**config.mk**
```make
export PLATFORM = sky130hd
export DESIGN_NAME = wave_sequencer
export DESIGN_NICKNAME = d
export VERILOG_FILES = /design/src/rtl/wave_seq_pkg.sv /design/src/rtl/wave_seq_addr_gen.sv /design/src/rtl/wave_sequencer.sv
export SDC_FILE = /design/constraint.sdc
export NUM_CORES = 1
export LEC_CHECK = 0
export BUFFER_PORTS_ARGS = -buffer_cell sky130_fd_sc_hd__buf_2
export CORE_MARGIN = 2
export CORE_UTILIZATION = 57
export DETAILED_ROUTE_END_ITERATION = 8
export PLACE_DENSITY = 0.8
export SYNTH_ARGS = -nofsm -noshare
export SYNTH_HDL_FRONTEND = slang
export SYNTH_SLANG_ARGS = --single-unit
```
**constraint.sdc**
```tcl
create_clock -name clk -period 5.5 [get_ports clk]
set_clock_uncertainty 0.15 [all_clocks]
set_input_delay 0.55 -clock clk [delete_from_list [all_inputs] [get_ports clk]]
set_output_delay 0.55 -clock clk [all_outputs]
set_load 0.02 [all_outputs]
```
**src/rtl/wave_seq_pkg.sv**
```systemverilog
// wave_seq_pkg
// Shared definitions for the wave sequencer: FSM state encoding, default
// bus widths and the reset values of the step/range configuration.
package wave_seq_pkg;

  localparam int ADDR_WIDTH_DEF = 12;
  localparam int DATA_WIDTH_DEF = 16;

  // Reset configuration: step of one, range covering the whole RAM
  // (every bit of the range register resets to RANGE_RST_FILL).
  localparam int   STEP_RST       = 1;
  localparam logic RANGE_RST_FILL = 1'b1;

  typedef enum logic [1:0] {
    ST_IDLE  = 2'd0,
    ST_WAIT  = 2'd1,
    ST_FETCH = 2'd2
  } wave_state_t;

endpackage

```
**src/rtl/wave_seq_addr_gen.sv**
```systemverilog
// wave_seq_addr_gen
// Combinational next-address and wrap computation for sample playback.
// The sum is formed one bit wider than the address so that addr + step
// cannot overflow before it is compared with the range.
//
// Ports:
//   addr       current playback address
//   step       address increment per sample
//   range      highest playable address (inclusive)
//   addr_next  address to use for the following read
//   wrap       high when addr + step passed the range
module wave_seq_addr_gen #(
  parameter int ADDR_WIDTH = 12
) (
  input  logic [ADDR_WIDTH-1:0] addr,
  input  logic [ADDR_WIDTH-1:0] step,
  input  logic [ADDR_WIDTH-1:0] range,
  output logic [ADDR_WIDTH-1:0] addr_next,
  output logic                  wrap
);

  logic [ADDR_WIDTH:0] sum;
  logic [ADDR_WIDTH:0] span;
  logic [ADDR_WIDTH:0] folded;
  logic [ADDR_WIDTH:0] limit;

  always_comb begin
    limit     = {1'b0, range};
    sum       = {1'b0, addr} + {1'b0, step};
    span      = limit + (ADDR_WIDTH+1)'(1);
    folded    = sum - span;
    addr_next = sum[ADDR_WIDTH-1:0];
    wrap      = 1'b0;
    if (sum > limit) begin
      wrap = 1'b1;
      // A step larger than the whole range can still land outside it after
      // one fold; clamp to the start of the table instead of folding again.
      if (folded > limit) begin
        addr_next = '0;
      end else begin
        addr_next = folded[ADDR_WIDTH-1:0];
      end
    end
  end

endmodule

```
**src/rtl/wave_sequencer.sv**
```systemverilog
// wave_sequencer
// Sample RAM playback controller. Each accepted tick issues one RAM read at
// the current playback address, advances the address by the active step
// (wrapping within the active range) and returns the fetched sample with a
// one-cycle valid strobe.
//
// Optional build macro: WAVE_SEQ_ONESHOT_EN adds the 'oneshot' input, which
// stops playback after the fetch that wrapped until run is toggled.
//
// Ports:
//   clk, reset     system clock, synchronous active-high reset
//   run            playback enable (level)
//   tick           one-cycle sample request
//   mem_lock       RAM is being written; no read may be issued
//   oneshot        (WAVE_SEQ_ONESHOT_EN only) stop after one pass
//   cfg_load       capture cfg_step/cfg_range into the shadow registers
//   cfg_step       address increment per sample
//   cfg_range      highest playable address (inclusive)
//   rd_en, rd_addr RAM read strobe and address (registered)
//   rd_data        RAM data, valid the cycle after rd_en
//   sample_out     last fetched sample (held)
//   sample_valid   one-cycle pulse with a new sample_out
//   wrap           one-cycle pulse alongside the read that wrapped
//   overrun        sticky: a tick arrived while a fetch was still pending
//
// state    | meaning
// ---------+------------------------------------------------------------
// ST_IDLE  | stopped; address held at 0, ticks ignored, config applies
// ST_WAIT  | armed; waiting for a tick (or a tick held back by mem_lock)
// ST_FETCH | read issued (rd_en cycle), then data capture cycle
module wave_sequencer
  import wave_seq_pkg::*;
#(
  parameter int ADDR_WIDTH = ADDR_WIDTH_DEF,
  parameter int DATA_WIDTH = DATA_WIDTH_DEF
) (
  input  logic                  clk,
  input  logic                  reset,
  input  logic                  run,
  input  logic                  tick,
  input  logic                  mem_lock,
`ifdef WAVE_SEQ_ONESHOT_EN
  input  logic                  oneshot,
`endif
  input  logic                  cfg_load,
  input  logic [ADDR_WIDTH-1:0] cfg_step,
  input  logic [ADDR_WIDTH-1:0] cfg_range,
  output logic                  rd_en,
  output logic [ADDR_WIDTH-1:0] rd_addr,
  input  logic [DATA_WIDTH-1:0] rd_data,
  output logic [DATA_WIDTH-1:0] sample_out,
  output logic                  sample_valid,
  output logic                  wrap,
  output logic                  overrun
);

  wave_state_t state, state_nxt;

  logic [ADDR_WIDTH-1:0] addr;
  logic [ADDR_WIDTH-1:0] addr_nxt;
  logic [ADDR_WIDTH-1:0] step_act, range_act;
  logic [ADDR_WIDTH-1:0] step_shd, range_shd;
  logic                  addr_wrap;
  logic                  pending;
  logic                  issue;
  logic                  capture;
  logic                  stop_now;
  logic                  arm_ok;
  logic                  cfg_apply;

`ifdef WAVE_SEQ_ONESHOT_EN
  logic wrap_seen;
  logic oneshot_done;

  assign stop_now = oneshot & wrap_seen;
  assign arm_ok   = ~oneshot_done;
`else
  assign stop_now = 1'b0;
  assign arm_ok   = 1'b1;
`endif

  wave_seq_addr_gen #(
    .ADDR_WIDTH(ADDR_WIDTH)
  ) u_addr_gen (
    .addr     (addr),
    .step     (step_act),
    .range    (range_act),
    .addr_next(addr_nxt),
    .wrap     (addr_wrap)
  );

  always_ff @(posedge clk) begin
    if (reset) begin
      state <= ST_IDLE;
    end else begin
      state <= state_nxt;
    end
  end

  // Inside ST_FETCH the registered rd_en marks the first (read) cycle, so
  // rd_en low means this is the data capture cycle.
  always_comb begin
    state_nxt = state;
    issue     = 1'b0;
    capture   = 1'b0;
    case (state)
      ST_IDLE: begin
        if (run && arm_ok) begin
          state_nxt = ST_WAIT;
        end
      end
      ST_WAIT: begin
        if (!run) begin
          state_nxt = ST_IDLE;
        end else if ((tick || pending) && !mem_lock) begin
          issue     = 1'b1;
          state_nxt = ST_FETCH;
        end
      end
      ST_FETCH: begin
        if (!rd_en) begin
          capture = 1'b1;
          if (!run || stop_now) begin
            state_nxt = ST_IDLE;
          end else begin
            state_nxt = ST_WAIT;
          end
        end
      end
      default: begin
        state_nxt = ST_IDLE;
      end
    endcase
  end

  // Active settings follow the shadow freely while stopped, otherwise only
  // at a wrap so a pass through the table is never mixed.
  assign cfg_apply = (state == ST_IDLE) || (issue && addr_wrap);

  always_ff @(posedge clk) begin
    if (reset) begin
      rd_en        <= 1'b0;
      rd_addr      <= '0;
      sample_out   <= '0;
      sample_valid <= 1'b0;
      wrap         <= 1'b0;
      overrun      <= 1'b0;
      addr         <= '0;
      pending      <= 1'b0;
      step_act     <= ADDR_WIDTH'(STEP_RST);
      range_act    <= {ADDR_WIDTH{RANGE_RST_FILL}};
      step_shd     <= ADDR_WIDTH'(STEP_RST);
      range_shd    <= {ADDR_WIDTH{RANGE_RST_FILL}};
    end else begin
      rd_en        <= issue;
      wrap         <= issue & addr_wrap;
      sample_valid <= capture;

      if (issue) begin
        rd_addr <= addr;
        addr    <= addr_nxt;
      end else if (state == ST_IDLE) begin
        addr <= '0;
      end

      if (capture) begin
        sample_out <= rd_data;
      end

      // Only one locked-out tick is remembered; it is dropped on leaving WAIT.
      if ((state != ST_WAIT) || issue || !run) begin
        pending <= 1'b0;
      end else if (tick && mem_lock) begin
        pending <= 1'b1;
      end

      if (tick && ((state == ST_FETCH) || pending)) begin
        overrun <= 1'b1;
      end

      if (cfg_load) begin
        step_shd  <= cfg_step;
        range_shd <= cfg_range;
      end

      // A load landing on the same edge as the wrap takes effect right away.
      if (cfg_apply) begin
        step_act  <= cfg_load ? cfg_step  : step_shd;
        range_act <= cfg_load ? cfg_range : range_shd;
      end
    end
  end

`ifdef WAVE_SEQ_ONESHOT_EN
  always_ff @(posedge clk) begin
    if (reset) begin
      wrap_seen    <= 1'b0;
      oneshot_done <= 1'b0;
    end else begin
      if (issue) begin
        wrap_seen <= addr_wrap;
      end
      if (!run) begin
        oneshot_done <= 1'b0;
      end else if (capture && stop_now) begin
        oneshot_done <= 1'b1;
      end
    end
  end
`endif

endmodule

```
Yosys cells after proc, flatten, opt, wreduce, memory -nomap -nowiden
Index checks and enable logic that the tools add are counted.
- reduce and logical (&&, ||, !) cells: 15
- add/sub/neg operators: 3
- bitwise gates (word level): 1
- eq/ne operators: 6
- $lt $le $gt $ge: 2
- mux-type cells: 18
- operators with widths (operator ; number):
    $mux W12 ; 6
    $gt A13 B12 Y1 ; 2
    $add A12 B1 Y13 const B ; 1
    $add A12 B12 Y13 ; 1
    $sub A13 B13 Y13 ; 1
    $mux W2 ; 4
    $mux W1 ; 7
    $pmux W2 S3 ; 1
    $logic_or A1 B1 Y1 ; 5
    $logic_and A1 B1 Y1 ; 4
    $ne A2 B2 Y1 const B ; 2
    $ne A3 B3 Y1 const B ; 1
    $reduce_and A3 Y1 ; 1
    $eq A2 B1 Y1 const B ; 1
    $eq A2 B2 Y1 const B ; 1
    $logic_not A1 Y1 ; 2
    $logic_not A2 Y1 ; 1
    $ne A2 B1 Y1 const B ; 1
    $reduce_bool A2 Y1 ; 1
    $reduce_or A2 Y1 ; 1
    $and A1 B1 Y1 ; 1
- input port bits: 46
- output and inout bits: 32
- bits in registers: 95
- logic and storage cells: 58

Longest topological paths before layout
- depth in word-level cells: 8
- mapped depth: 22
- mapped depth without buffers: 20

Modules after synthesis
Synthesis repeated with hierarchy kept, for this count alone.
- cells, all modules: 599
- area, all modules: 5616.6 um^2
- modules (own cells, without submodules) (module ; cells an instance ; instances ; area each (um^2)):
    wave_sequencer ; 353 ; 1 ; 3752.3
    wave_seq_addr_gen ; 246 ; 1 ; 1864.3

Worst setup path after synthesis
No wires, ideal clock.
- kind: flip-flop to flip-flop
- from: register addr[0]
- to: register addr[6]
- buffers on the path: 1
- arrival time: 4260 ps
- slack: 1019 ps
- required time: 5280 ps
- stages on the path, launching flop included: 21
- path through: dfxtp_1 ha_1 fa_1 a211oi_2 o21bai_1 a21oi_1 a21oi_1 xor2_1 ha_1 a21oi_1 and2_1 a21o_1 a311o_1 ha_1 nand3_1 nor4_1 a21oi_1 nor4b_2 buf_4 o211ai_1 a21oi_1
- word-level cells in the longest chain between the ends: 6
- elaborated cells on any way between the ends: 7
- classes of those cells: 2 x add/sub; 2 x order compare; 3 x mux
- ends and longest elaborated chain (what ; line ; text):
    start: declaration ; wave_sequencer.sv:59 ; logic [ADDR_WIDTH-1:0] addr;
    start signal: assignment ; wave_sequencer.sv:161 ; addr <= addr_nxt;
    $add A12 B12 Y13 (*) ; wave_seq_addr_gen.sv:29 ; sum = {1'b0, addr} + {1'b0, step};
    $sub A13 B13 Y13 ; wave_seq_addr_gen.sv:31 ; folded = sum - span;
    $gt A13 B12 Y1 ; wave_seq_addr_gen.sv:38 ; if (folded > limit) begin
    $mux W12 ; wave_seq_addr_gen.sv:38 ;
    $mux W12 (*) ; wave_seq_addr_gen.sv:34 ; if (sum > limit) begin
    $mux W12 (*) ; wave_sequencer.sv:159 ; if (issue) begin
Mark *: on every way between the ends. The rest lies on a longest branch, timed or not.
A chain may end at the register's enable or synchronous reset.

Worst setup path in the final report
Same ends and word-level chain as after synthesis.

==> flow_metrics.env <==
export IMPL_drc=0
export IMPL_coreArea_um2=8678
export IMPL_die_h_um=98.55
export IMPL_cpMostUsedCell="a21oi_1"
export IMPL_cts_sinks=95
export IMPL_drive_above_1_share_pct=16.49
export IMPL_synth_cell_types=56
export IMPL_viasPerCell=5.739
export IMPL_hold_slack_ns=0.2507
export IMPL_nNetsFinal=753
export IMPL_cts_resized=0
export IMPL_tightest_slew_ns=0.9667
export IMPL_numCtsBuffers=9
export IMPL_critPathSlowestCell="fa_1"
export IMPL_num_rows=34
export IMPL_netlist_top_cells_area="dfxtp_1 37%, ha_1 9.1%, a21oi_1 7.8%, nand2_1 6.0%, a211oi_1 2.5%"
export IMPL_synth_edff_count=0
export IMPL_path_cells="ha_1 > fa_1 > a211oi_2 > o21bai_1 > a21oi_1 > a21oi_1 > xor2_1 > ha_1 > a21oi_1 > and2_1 > a2111oi_0 > a311o_1 > ha_1 > nand3_1 > nor4_1 > a21oi_1 > nor4b_2 > buf_4 > o211ai_1 > a21oi_1"
export IMPL_io_pins=78
export IMPL_drt_iter0_drc=289
export IMPL_clkLatencyLatePin_ns=0.37
export IMPL_worstPathArrival_ns=5.33
export IMPL_ys_ff_latch=95
export IMPL_first_pass_iters=5
export IMPL_outcome="finished clean"
export IMPL_syn_nets=697
export IMPL_die_x_um=98.55
export IMPL_avgSynthCellArea_um2=8.325
export IMPL_routedWlPerCell_um=15.17
export IMPL_hold_viol_final=0
export IMPL_fmax_mhz=192.7
export IMPL_crit_family="compound AO/OA/AOI/OAI gates"
export IMPL_yosys_warnings=0
export IMPL_gp_congestion=0.9365
export IMPL_powerDensity_nw_per_um2=262.1
export IMPL_maxSlewViolCount=0
export IMPL_cp_num_buf_inv=1
export IMPL_track_usage_pct=24.43
export IMPL_final_common_cell="dfxtp_1"
export IMPL_finalWirelength_um=11850
export IMPL_cts_tree="done"
export IMPL_dp_hpwl_um=8874
export IMPL_syn_inst=612
export IMPL_period_share_pct=94.33
export IMPL_fin_tns_setup_ns=0
export IMPL_syn_area_um2=5095
export IMPL_crit_type="flip-flop to flip-flop"
export IMPL_detail_route_antenna_nets=0
export IMPL_yosysSeqAreaShare_pct=37.33
export IMPL_area_growth_pct=11.74
export IMPL_clk_pin_slew_ns=0.10
export IMPL_min_period_ns=5.188
export IMPL_grt_overflow=0
export IMPL_leakagePower_nw=2.456
export IMPL_antenna_found_initial=0
export IMPL_synth_top_area_share_pct=37.33
export IMPL_die_area_um2=9711
export IMPL_num_vias=4482
export IMPL_worstHoldPathType="input pin to flip-flop"
export IMPL_clockBufferDepth=2
export IMPL_ir_worst_vdd_mv=0.1765
export IMPL_layout_common_cells="95 x dfxtp_1, 81 x nand2_1, 79 x a21oi_1"
export IMPL_cts_hold_buf=0
export IMPL_multi_input_area_um2=2874
export IMPL_nFillCells=763
export IMPL_end_kind="flip-flop"
export IMPL_port_buffers=77
export IMPL_setup_violations=0
export IMPL_worstPathRequired_ns=5.64
export IMPL_antenna_cells=0
export IMPL_startpoint_type="flip-flop"
export IMPL_grt_max_degree=49
export IMPL_first_global_vias=4191
export IMPL_maxSlewHeadroom_pct=35.42
export IMPL_cts_setup_buffers=0
export IMPL_yosysTopAreaCell="dfxtp_1"
export IMPL_htree_levels=3
export IMPL_ys_flop_type="dfxtp_1"
export IMPL_synthArstFlopShare_pct=0
export IMPL_start_util_pct=58.71
export IMPL_max_cap_violations=0
export IMPL_clockRootBuffer="clkbuf_8"
export IMPL_slowest_delay_ns=0.44
export IMPL_ff_latch_area_um2=1902
export IMPL_grt_pass1_wl_um=19460
export IMPL_crit_path_max_fanout=9
export IMPL_rsz0062_at_grt="no"
[per-layer routing]
layer,share of wire [%],routed length (µm),global-route usage (%)
met1,47,5575,33.33
met2,46,5478,39.09
met3,3.8,449,3.759
met4,2.9,345,9.589
met5,0,0,0
[final timing paths]
path	start	to	slack, ns	cells past startpoint
setup / recovery	addr[0]$_SDFFE_PP0P_	addr[6]$_SDFFE_PP0P_	0.31	20
setup reg to reg	addr[0]$_SDFFE_PP0P_	addr[6]$_SDFFE_PP0P_	0.31	20
hold / removal	cfg_range[5]	range_shd[5]$_SDFF_PP1_	0.25	3
hold reg to reg	rd_addr[2]$_SDFFE_PP0P_	rd_addr[2]$_SDFFE_PP0P_	0.31	2
[power breakdown]
part / switching, mW / internal, mW
Combinational: 0.153 / 0.0996
Clock: 0.276 / 0.236
Sequential: 0.0135 / 0.714
[logic make-up (layout without fill, tap and decap cells)]
group	after synthesis	in the layout	share of synthesized area, %
xor gates and xnor gates	17	17	2.922
AOI/OAI and AO/OA	175	175	21.83
and+or+nand+nor	202	202	19.43
muxes	12	12	2.358
adders and majority gates	39	39	9.872
buffers and inverters	72	133	6.262
DFF	95	95	37.33
[per-stage QoR]
| stage | total power, mW | instances | area (µm²) | utilization (%) | setup slack, ns |
|---|---|---|---|---|---|
| 6_report | 1.492 | 781 | 5693 | 65.60 | 0.3118 |
| 3_3_place_gp | 0.9806 | 765 | 5469 | 63.02 | 0.6916 |
| 2_1_floorplan | 0.9284 | 612 | 5095 | - | 1.019 |
| 3_5_place_dp | 0.9914 | 765 | 5469 | 63.02 | 0.4007 |
| 5_1_grt | 1.555 | 781 | 5693 | 65.60 | 0.01643 |
| 4_1_cts | 1.493 | 781 | 5693 | 65.60 | 0.3581 |
[worst min-delay path: stages]
cell and delay (ns):
buf_2 0.07, a211oi_1 0.07, inv_1 0.05
[sequential cells by signal, summed over array words and instances (netlist names), 2 cells and up]
signal,cells
step_shd,12
range_act,12
state,2
sample_out,16
step_act,12
rd_addr,12
addr,12
range_shd,12
[final cells by class]
cell class / count / area share [%]
repair buffers: 83 / 7.560
clock inverters: 6 / 1.516
inverters: 34 / 2.242
flip-flops and latches: 95 / 33.41
clock buffers: 10 / 2.418
multi-input cells: 445 / 50.48
well taps: 108 / 2.374
[cell usage after synthesis, types with 3 or more instances]
master / number
inv_1: 34
nand2_1: 81
buf_4: 7
o211ai_1: 15
nand4_1: 4
ha_1: 37
o21bai_1: 3
o21ai_0: 12
o21ai_1: 8
clkbuf_1: 20
or2_1: 3
a211oi_1: 17
nor2b_1: 17
o21a_1: 3
nor3_1: 18
xor2_1: 5
a21o_1: 11
buf_2: 5
dfxtp_1: 95
mux2i_1: 12
nand3_1: 16
nor4_1: 6
a22oi_1: 10
nor2_1: 31
nand2b_1: 14
buf_1: 3
xnor2_1: 12
a21oi_1: 79
Power figures use the tool's default switching activity.
